$ cat config.mk
export PLATFORM = sky130hd
export DESIGN_NAME = traffic_interval_timer
export DESIGN_NICKNAME = d
export VERILOG_FILES = /design/src/rtl/traffic_pkg.sv /design/src/rtl/car_debounce.sv /design/src/rtl/traffic_interval_timer.sv
export SDC_FILE = /design/constraint.sdc
export NUM_CORES = 1
export LEC_CHECK = 0
export ABC_CLOCK_PERIOD_IN_PS = 2600
export CORE_UTILIZATION = 25
export CTS_BUF_LIST = sky130_fd_sc_hd__clkbuf_2 sky130_fd_sc_hd__clkbuf_4 sky130_fd_sc_hd__clkbuf_8
export CTS_CLUSTER_DIAMETER = 40
export CTS_CLUSTER_SIZE = 20
export DETAILED_ROUTE_END_ITERATION = 12
export HOLD_SLACK_MARGIN = 0.08
export PLACE_DENSITY_LB_ADDON = 0.05
export REMOVE_ABC_BUFFERS = 1
export SYNTH_ARGS = -nofsm -noshare
export SYNTH_HDL_FRONTEND = slang
export SYNTH_SLANG_ARGS = --single-unit
$ cat constraint.sdc
create_clock -name clk -period 2.6 [get_ports clk]
set_input_delay 0.52 -clock clk [delete_from_list [all_inputs] [get_ports clk]]
set_output_delay 0.52 -clock clk [all_outputs]
set_load 0.03 [all_outputs]
$ cat src/rtl/traffic_pkg.sv
// Shared types and default timing constants for the traffic-light controller
// and its upstream interval timer / car-sensor front end.
package traffic_pkg;

  typedef enum logic [1:0] {
    ABSENT      = 2'd0,
    CONFIRM_ON  = 2'd1,
    PRESENT     = 2'd2,
    CONFIRM_OFF = 2'd3
  } deb_state_t;

  localparam int unsigned DEF_SHORT_CYCLES = 5;
  localparam int unsigned DEF_LONG_CYCLES  = 25;
  localparam int unsigned DEF_DEB_CYCLES   = 3;
  localparam int unsigned DEF_CNT_W        = 8;

endpackage

$ cat src/rtl/car_debounce.sv
// Two-flop synchroniser followed by a debounce FSM that only moves C after
// DEB_CYCLES consecutive agreeing synchronised samples.
module car_debounce
  import traffic_pkg::*;
#(
  parameter int unsigned DEB_CYCLES = DEF_DEB_CYCLES
) (
  input  logic clk,
  input  logic R,
  input  logic car_raw,
  output logic C
);

  localparam int unsigned DW = (DEB_CYCLES > 1) ? $clog2(DEB_CYCLES + 1) : 1;

  logic          sync1;
  logic          cs;
  deb_state_t    state_q, state_d;
  logic [DW-1:0] dcnt_q, dcnt_d;
  logic          c_d;
  logic          last_sample;

  // NOTE: sequential state uses non-blocking assignments so every flop samples
  // pre-edge values; blocking here would collapse the sync chain into one flop.
  always_ff @(posedge clk or negedge R) begin
    if (!R) begin
      sync1   <= 1'b0;
      cs      <= 1'b0;
      state_q <= ABSENT;
      dcnt_q  <= '0;
      C       <= 1'b0;
    end else begin
      sync1   <= car_raw;
      cs      <= sync1;
      state_q <= state_d;
      dcnt_q  <= dcnt_d;
      C       <= c_d;
    end
  end

  assign last_sample = ((int'(dcnt_q) + 1) == int'(DEB_CYCLES));

  // NOTE: every output of this block is defaulted first so no path leaves a
  // variable unassigned, which would otherwise infer a latch.
  always_comb begin
    state_d = state_q;
    dcnt_d  = dcnt_q;
    unique case (state_q)
      ABSENT: begin
        if (cs) begin
          if (DEB_CYCLES == 1) begin
            state_d = PRESENT;
            dcnt_d  = '0;
          end else begin
            state_d = CONFIRM_ON;
            dcnt_d  = DW'(1);
          end
        end
      end
      CONFIRM_ON: begin
        if (!cs) begin
          state_d = ABSENT;
          dcnt_d  = '0;
        end else if (last_sample) begin
          state_d = PRESENT;
          dcnt_d  = '0;
        end else begin
          dcnt_d  = dcnt_q + 1'b1;
        end
      end
      PRESENT: begin
        if (!cs) begin
          if (DEB_CYCLES == 1) begin
            state_d = ABSENT;
            dcnt_d  = '0;
          end else begin
            state_d = CONFIRM_OFF;
            dcnt_d  = DW'(1);
          end
        end
      end
      CONFIRM_OFF: begin
        if (cs) begin
          state_d = PRESENT;
          dcnt_d  = '0;
        end else if (last_sample) begin
          state_d = ABSENT;
          dcnt_d  = '0;
        end else begin
          dcnt_d  = dcnt_q + 1'b1;
        end
      end
      default: begin
        state_d = ABSENT;
        dcnt_d  = '0;
      end
    endcase
    // C reflects the committed level; the CONFIRM states keep the old one.
    c_d = (state_d == PRESENT) || (state_d == CONFIRM_OFF);
  end

endmodule

$ cat src/rtl/traffic_interval_timer.sv
// Phase-interval counter with short/long expiry flags, plus the debounced
// east-road car sensor, feeding the traffic-light controller.
module traffic_interval_timer
  import traffic_pkg::*;
#(
  parameter int unsigned SHORT_CYCLES = DEF_SHORT_CYCLES,
  parameter int unsigned LONG_CYCLES  = DEF_LONG_CYCLES,
  parameter int unsigned DEB_CYCLES   = DEF_DEB_CYCLES,
  parameter int unsigned CNT_W        = DEF_CNT_W
) (
  input  logic             clk,
  input  logic             R,
  input  logic             IC,
  input  logic             car_raw,
  output logic             S,
  output logic             L,
  output logic             C,
  output logic [CNT_W-1:0] cnt
);

  localparam logic [CNT_W-1:0] SHORT_C = CNT_W'(SHORT_CYCLES);
  localparam logic [CNT_W-1:0] LONG_C  = CNT_W'(LONG_CYCLES);

  // Clear wins over counting; the count parks at LONG_C instead of wrapping.
  always_ff @(posedge clk or negedge R) begin
    if (!R) begin
      cnt <= '0;
    end else if (IC) begin
      cnt <= '0;
    end else if (cnt < LONG_C) begin
      cnt <= cnt + 1'b1;
    end
  end

  assign S = (cnt >= SHORT_C);
  assign L = (cnt >= LONG_C);

  car_debounce #(
    .DEB_CYCLES (DEB_CYCLES)
  ) u_car_debounce (
    .clk     (clk),
    .R       (R),
    .car_raw (car_raw),
    .C       (C)
  );

endmodule

==> impl_metrics.env, run 1 <==
export IMPL_critPathRequiredTime_ns=2.08
export IMPL_nNetsFinal=87
export IMPL_initial_utilization=0.262
export IMPL_cts_tree="built"
export IMPL_worstSetupPathType="reg -> out"
export IMPL_chipHeight_microns=55.6
export IMPL_area_delta_synth_final_pct=30.0
export IMPL_hold_path_cell_count=0
export IMPL_ios=15
export IMPL_cts_root_buf="clkbuf_4"
export IMPL_die_area_sq_mm=0.00309
export IMPL_gp_congestion=0.630
export IMPL_drc=0
export IMPL_critical_path_arrival_ns=1.94
export IMPL_fmaxAchievable_mhz=406
export IMPL_num_rows=19
export IMPL_swShare=0.305
export IMPL_period_minus_slack_ns=2.46
export IMPL_rsz0062_at_grt="no"
export IMPL_grt_pass1_wl_microns=2210
export IMPL_synthArstFlopShare=1.00
export IMPL_drt_pass1_iter_count=3
export IMPL_crit_fanout=6
export IMPL_clkLatencyLatePin_ns=0.28
export IMPL_fp_dieW_microns=55.6
export IMPL_coreArea_sq_mm=0.00273
export IMPL_status="complete, no violations"
export IMPL_cts_path_max_buffers=2
export IMPL_clock_sinks=15
export IMPL_layout_drive_gt1_share=0.165
export IMPL_tns_ns=0
export IMPL_numCtsBuffers=3
export IMPL_vias=487
export IMPL_syn_area_sq_um=717
export IMPL_cts_hold_buf=0
export IMPL_end_kind="output pin"
export IMPL_fin_crit_sh=0.947
export IMPL_htree_levels=1
export IMPL_seq_area_sq_um=375
export IMPL_drv_slew=0
export IMPL_netlist_instances=60
export IMPL_startpoint_type="register"
export IMPL_num_antenna_cells=0
export IMPL_grt_overflow=0
export IMPL_hpwlAfterDp_microns=960
export IMPL_tightest_slew_ns=0.638
export IMPL_antenna_found_initial=0
export IMPL_total_power_mw=0.593
export IMPL_synth_distinct_cells=28
export IMPL_grt_pass1_vias=471
export IMPL_finClkSkew_ns=0.00940
export IMPL_seq_power_share=0.522
export IMPL_internal_power_mw=0.412
export IMPL_setup_violations=0
export IMPL_hold_viol=0
export IMPL_relSlewSlack=0.573
export IMPL_p_clk_frac=0.214
export IMPL_clk_pin_slew_ns=0.09
export IMPL_comb_power_share=0.264
export IMPL_wl_per_cell_microns=11.5
export IMPL_postCtsSetupBuffers=0
export IMPL_n_fill_cell=274
export IMPL_hold_class="reg -> reg"
export IMPL_vias_per_cell=4.43
export IMPL_synth_seq_cells=15
export IMPL_p_sw_mw=0.181
export IMPL_drt_total_wl_microns=1260
export IMPL_reg2regPathDepth=6
export IMPL_grt_max_degree=16
export IMPL_drtAntennaViolNets=0
export IMPL_power_density_mw_per_mm2=636
export IMPL_portBuffers=14
export IMPL_grt_usage=0.0954
export IMPL_multiInputGateArea_sq_um=323
export IMPL_utilization=0.341
export IMPL_synth_ff_type="dfrtp_1"
export IMPL_max_cap_viol_count=0
export IMPL_synth_area_per_cell_sq_um=11.9
export IMPL_synth_edf_count=0
export IMPL_yosysSeqAreaShare=0.524
export IMPL_irDropWorstVdd_uv=351
export IMPL_drtIter0Drc=1
export IMPL_p_leak_nw=0.433
export IMPL_yosys_warnings=0
==> critical path, stage by stage (launching register included) <==
cell and delay (ns):
dfrtp_1 0.45, inv_1 0.10, ha_1 0.16, or2b_2 0.32, a31oi_2 0.22, nand2_1 0.06
dlygate4sd2_1 0.35
==> flip-flops by register name (all words and copies together) (netlist names) <==
signal and flops:
u_car_debounce.dcnt_q 2, u_car_debounce.state_q 2, u_car_debounce.C 1, u_car_debounce.sync1 1, cnt 8, u_car_debounce.cs 1
==> area by class of cell <==
| class | count | share of cell area |
|---|---|---|
| clock buffers | 3 | 0.0242 |
| multi-input cells | 40 | 0.346 |
| flip-flops and latches | 15 | 0.403 |
| inverters | 4 | 0.0161 |
| clock inverters | 1 | 0.00537 |
| well taps | 31 | 0.0416 |
| repair buffers | 16 | 0.164 |
==> routing by layer <==
metal  wire [microns]  track usage  vias to the layer above
li1                 -            -                      246
met1              639        0.127                      229
met2              541        0.133                       10
met3               72       0.0492                        2
met4                9       0.0321                        0
met5                0            0                        -
==> final timing paths <==
kind,from,to,slack [ns]
setup / recovery,cnt[0],L,0.14
min in group asynchronous,R,u_car_debounce.C,0.63
max in group asynchronous,R,u_car_debounce.state_q[0],1.55
hold reg to reg,u_car_debounce.sync1,u_car_debounce.cs,0.36
hold / removal,u_car_debounce.sync1,u_car_debounce.cs,0.36
setup reg to reg,cnt[0],cnt[0],0.77
==> placed cells by master, fill, tap and decap left out, types with 2 or more instances in the layout <==
| cell type | Yosys | routed |
|---|---|---|
| nand2b_1 | 3 | 3 |
| nand2_1 | 2 | 2 |
| ha_1 | 3 | 3 |
| a21oi_1 | 2 | 2 |
| mux2_1 | 3 | 3 |
| clkbuf_4 | 0 | 3 |
| buf_4 | 0 | 2 |
| dlygate4sd2_1 | 0 | 2 |
| nor2_1 | 5 | 5 |
| nor2b_1 | 4 | 4 |
| clkdlybuf4s50_1 | 0 | 12 |
| dfrtp_1 | 15 | 15 |
| inv_1 | 4 | 4 |
==> power by group through the flow <==
| stage | Clock, mW | Sequential [mW] | Combinational [mW] |
|---|---|---|---|
| 3_5_place_dp | 0 | 0.316 | 0.161 |
| 2_1_floorplan | 0 | 0.333 | 0.0841 |
| 3_3_place_gp | 0 | 0.315 | 0.159 |
| 5_1_grt | 0.146 | 0.319 | 0.174 |
| 4_1_cts | 0.134 | 0.311 | 0.161 |
| 6_report | 0.127 | 0.310 | 0.156 |
==> per-stage QoR <==
step	instances	area [sq um]	hold WS [ns]	setup slack, ns
final	110	932	0.362	0.138
after global routing	110	932	0.372	0.0208
after CTS	110	932	0.364	0.107
after detailed placement	106	907	0.342	0.195
after global placement	106	907	0.333	0.258
after floorplan	59	713	0.224	0.506
==> synthesized netlist by cell type (2+ instances only) <==
cell type	count	area share
a21oi_1	2	0.014
ha_1	3	0.052
dfrtp_1	15	0.52
nand2b_1	3	0.026
nand2_1	2	0.010
nor2b_1	4	0.035
inv_1	4	0.021
nor2_1	5	0.026
mux2_1	3	0.047
==> cells by family after synthesis <==
kind of cell | after synthesis | synth area share
compound gates | 9 | 0.110
buf+inv | 5 | 0.0262
xor+xnor | 1 | 0.0122
simple gates | 22 | 0.199
mux | 5 | 0.0768
flops | 15 | 0.524
fa+ha+maj | 3 | 0.0524
==> what timing repair did <==
item / 4_1_cts / 5_1_grt
endpoints found under the hold margin: 0 / 0
endpoints found under the setup margin: 2 / 0
gates resized for setup: 2 / 0
(Power assumes the default switching activity.)
==> inputs of run 2 (changes only) <==
SETUP_SLACK_MARGIN = 0.3   (was unset)
SKIP_CTS_REPAIR_TIMING = 1   (was unset)
==> run 2 against run 1 <==
- sequential power barely moved
- wire length grew 0.32%
- non-clock buffer count up 1
- fmax increased by 11%
- core utilization up 0.46 points
- combinational power is 3% higher
- critical endpoint unchanged
==> impl_metrics.env, run 2 (synthesis results as in run 1) <==
export IMPL_status="complete, no violations"
export IMPL_max_stage_delay_ns=0.45
export IMPL_internal_power_mw=0.415
export IMPL_r2r_slack_ns=0.85
export IMPL_layout_commonest_cell="dfrtp_1"
export IMPL_place_inst=106
export IMPL_htree_levels=1
export IMPL_cts_path_max_buffers=2
export IMPL_period_minus_slack_ns=2.21
export IMPL_p_clk_frac=0.213
export IMPL_reg_top3="cnt: 8 flops, u_car_debounce.dcnt_q: 2 flops, u_car_debounce.state_q: 2 flops"
export IMPL_crit_chain="inv_1, ha_1, or2b_4, a31oi_4, nand2_1, buf_2"
export IMPL_layout_drive_gt1_share=0.213
export IMPL_ios=15
export IMPL_utilization=0.346
export IMPL_rsz0062_at_grt="no"
export IMPL_vias_per_cell=4.41
export IMPL_end_kind="output pin"
export IMPL_grt_pass1_wl_microns=2210
export IMPL_num_rows=19
export IMPL_relSlewSlack=0.571
export IMPL_die_area_sq_mm=0.00309
export IMPL_crit_fanout=6
export IMPL_cts_tree="built"
export IMPL_chipHeight_microns=55.6
export IMPL_pre_cts_ws_ns=0.195
export IMPL_num_antenna_cells=0
export IMPL_critPathRequiredTime_ns=2.08
export IMPL_drv_slew=0
export IMPL_comb_power_share=0.269
export IMPL_fmaxAchievable_mhz=452
export IMPL_clk_pin_slew_ns=0.09
export IMPL_drt_total_wl_microns=1270
export IMPL_swShare=0.305
export IMPL_setup_ws_ns=0.388
export IMPL_crit_slowest_cell="dfrtp_2"
export IMPL_area_delta_synth_final_pct=31.8
export IMPL_wl_per_cell_microns=11.4
export IMPL_grt_overflow=0
export IMPL_initial_utilization=0.262
export IMPL_clock_sinks=15
export IMPL_portBuffers=14
export IMPL_p_leak_nw=0.432
export IMPL_final_cells=111
export IMPL_fp_dieW_microns=55.6
export IMPL_p_sw_mw=0.182
export IMPL_nNetsFinal=88
export IMPL_largest_register="cnt"
export IMPL_largest_reg_flops=8
export IMPL_cts_root_buf="clkbuf_4"
export IMPL_drtAntennaViolNets=0
export IMPL_max_cap_viol_count=0
export IMPL_seq_power_share=0.519
export IMPL_n_fill_cell=277
export IMPL_worstSetupPathType="reg -> out"
export IMPL_hold_class="reg -> reg"
export IMPL_startpoint_type="register"
export IMPL_fin_crit_sh=0.851
export IMPL_critical_path_arrival_ns=1.69
export IMPL_antenna_found_initial=0
export IMPL_finClkSkew_ns=0.00946
export IMPL_setup_violations=0
export IMPL_hpwlAfterDp_microns=960
export IMPL_coreArea_sq_mm=0.00273
export IMPL_tightest_slew_ns=0.641
export IMPL_grt_max_degree=16
export IMPL_grt_usage=0.0954
export IMPL_total_power_mw=0.598
export IMPL_power_density_mw_per_mm2=633
export IMPL_drc=0
export IMPL_vias=490
export IMPL_grt_pass1_vias=471
export IMPL_hold_viol=0
export IMPL_drtIter0Drc=1
export IMPL_drt_pass1_iter_count=3
export IMPL_clkLatencyLatePin_ns=0.28
export IMPL_gp_congestion=0.630
export IMPL_numCtsBuffers=3
export IMPL_layout_common_cells="dfrtp_1, clkdlybuf4s50_1, nor2_1"
export IMPL_irDropWorstVdd_uv=351
export IMPL_holdWs_ns=0.362
run 2: cell types whose count changed in the layout (fill, tap and decap cells not counted):
cell / before / now
or2b_2: 1 / 0
dfrtp_2: 0 / 1
a31oi_4: 0 / 1
buf_4: 2 / 3
dlygate4sd2_1: 2 / 0
a31oi_2: 1 / 0
dfrtp_1: 15 / 14
or2b_4: 0 / 1
clkbuf_2: 0 / 1
buf_2: 0 / 1
run 2: final cells by class:
cell class / count / area [sq um] / share of cell area
timing repair buffer: 17 / 153 / 0.162
multi-input combinational: 40 / 334 / 0.354
clock buffer: 3 / 22.5 / 0.0238
inverter: 4 / 15.0 / 0.0159
tap: 31 / 38.8 / 0.0411
clock inverter: 1 / 5.00 / 0.00530
sequential: 15 / 377 / 0.399
run 2: worst max-delay path, delay by kind of cell (launching register included):
kind            cells  cell delay [ns]
flops               1             0.45
simple gates        2             0.35
buf+inv             2             0.26
compound gates      1             0.19
fa+ha+maj           1             0.17
run 2: worst paths after layout:
check | cells past startpoint | endpoint | from
max | 6 | L | cnt[0]
min | 0 | u_car_debounce.cs | u_car_debounce.sync1
max reg2reg | 6 | cnt[0] | cnt[0]
min reg2reg | 0 | u_car_debounce.cs | u_car_debounce.sync1
max in group asynchronous | 1 | cnt[0] | R
min in group asynchronous | 1 | u_car_debounce.C | R
run 2: layer usage:
layer / part of all wire / track usage / vias to the layer above
met1: 0.49 / 0.127 / 231
met4: 0.0071 / 0.0321 / 0
met3: 0.057 / 0.0492 / 2
met5: 0 / 0 / -
li1: - / - / 247
met2: 0.44 / 0.133 / 10
run 2: power groups by stage:
stage | clock network (mW) | logic [mW] | registers (mW)
3_3_place_gp | 0 | 0.159 | 0.315
6_report | 0.127 | 0.161 | 0.310
4_1_cts | 0.134 | 0.162 | 0.311
3_5_place_dp | 0 | 0.161 | 0.316
5_1_grt | 0.146 | 0.178 | 0.319
2_1_floorplan | 0 | 0.0841 | 0.333
run 2: stage by stage:
| step | cell area, sq um | setup TNS [ns] |
|---|---|---|
| 2_1_floorplan | 713 | 0 |
| 3_3_place_gp | 907 | 0 |
| 3_5_place_dp | 907 | 0 |
| 4_1_cts | 935 | -0.174 |
| 5_1_grt | 945 | 0 |
| 6_report | 945 | 0 |
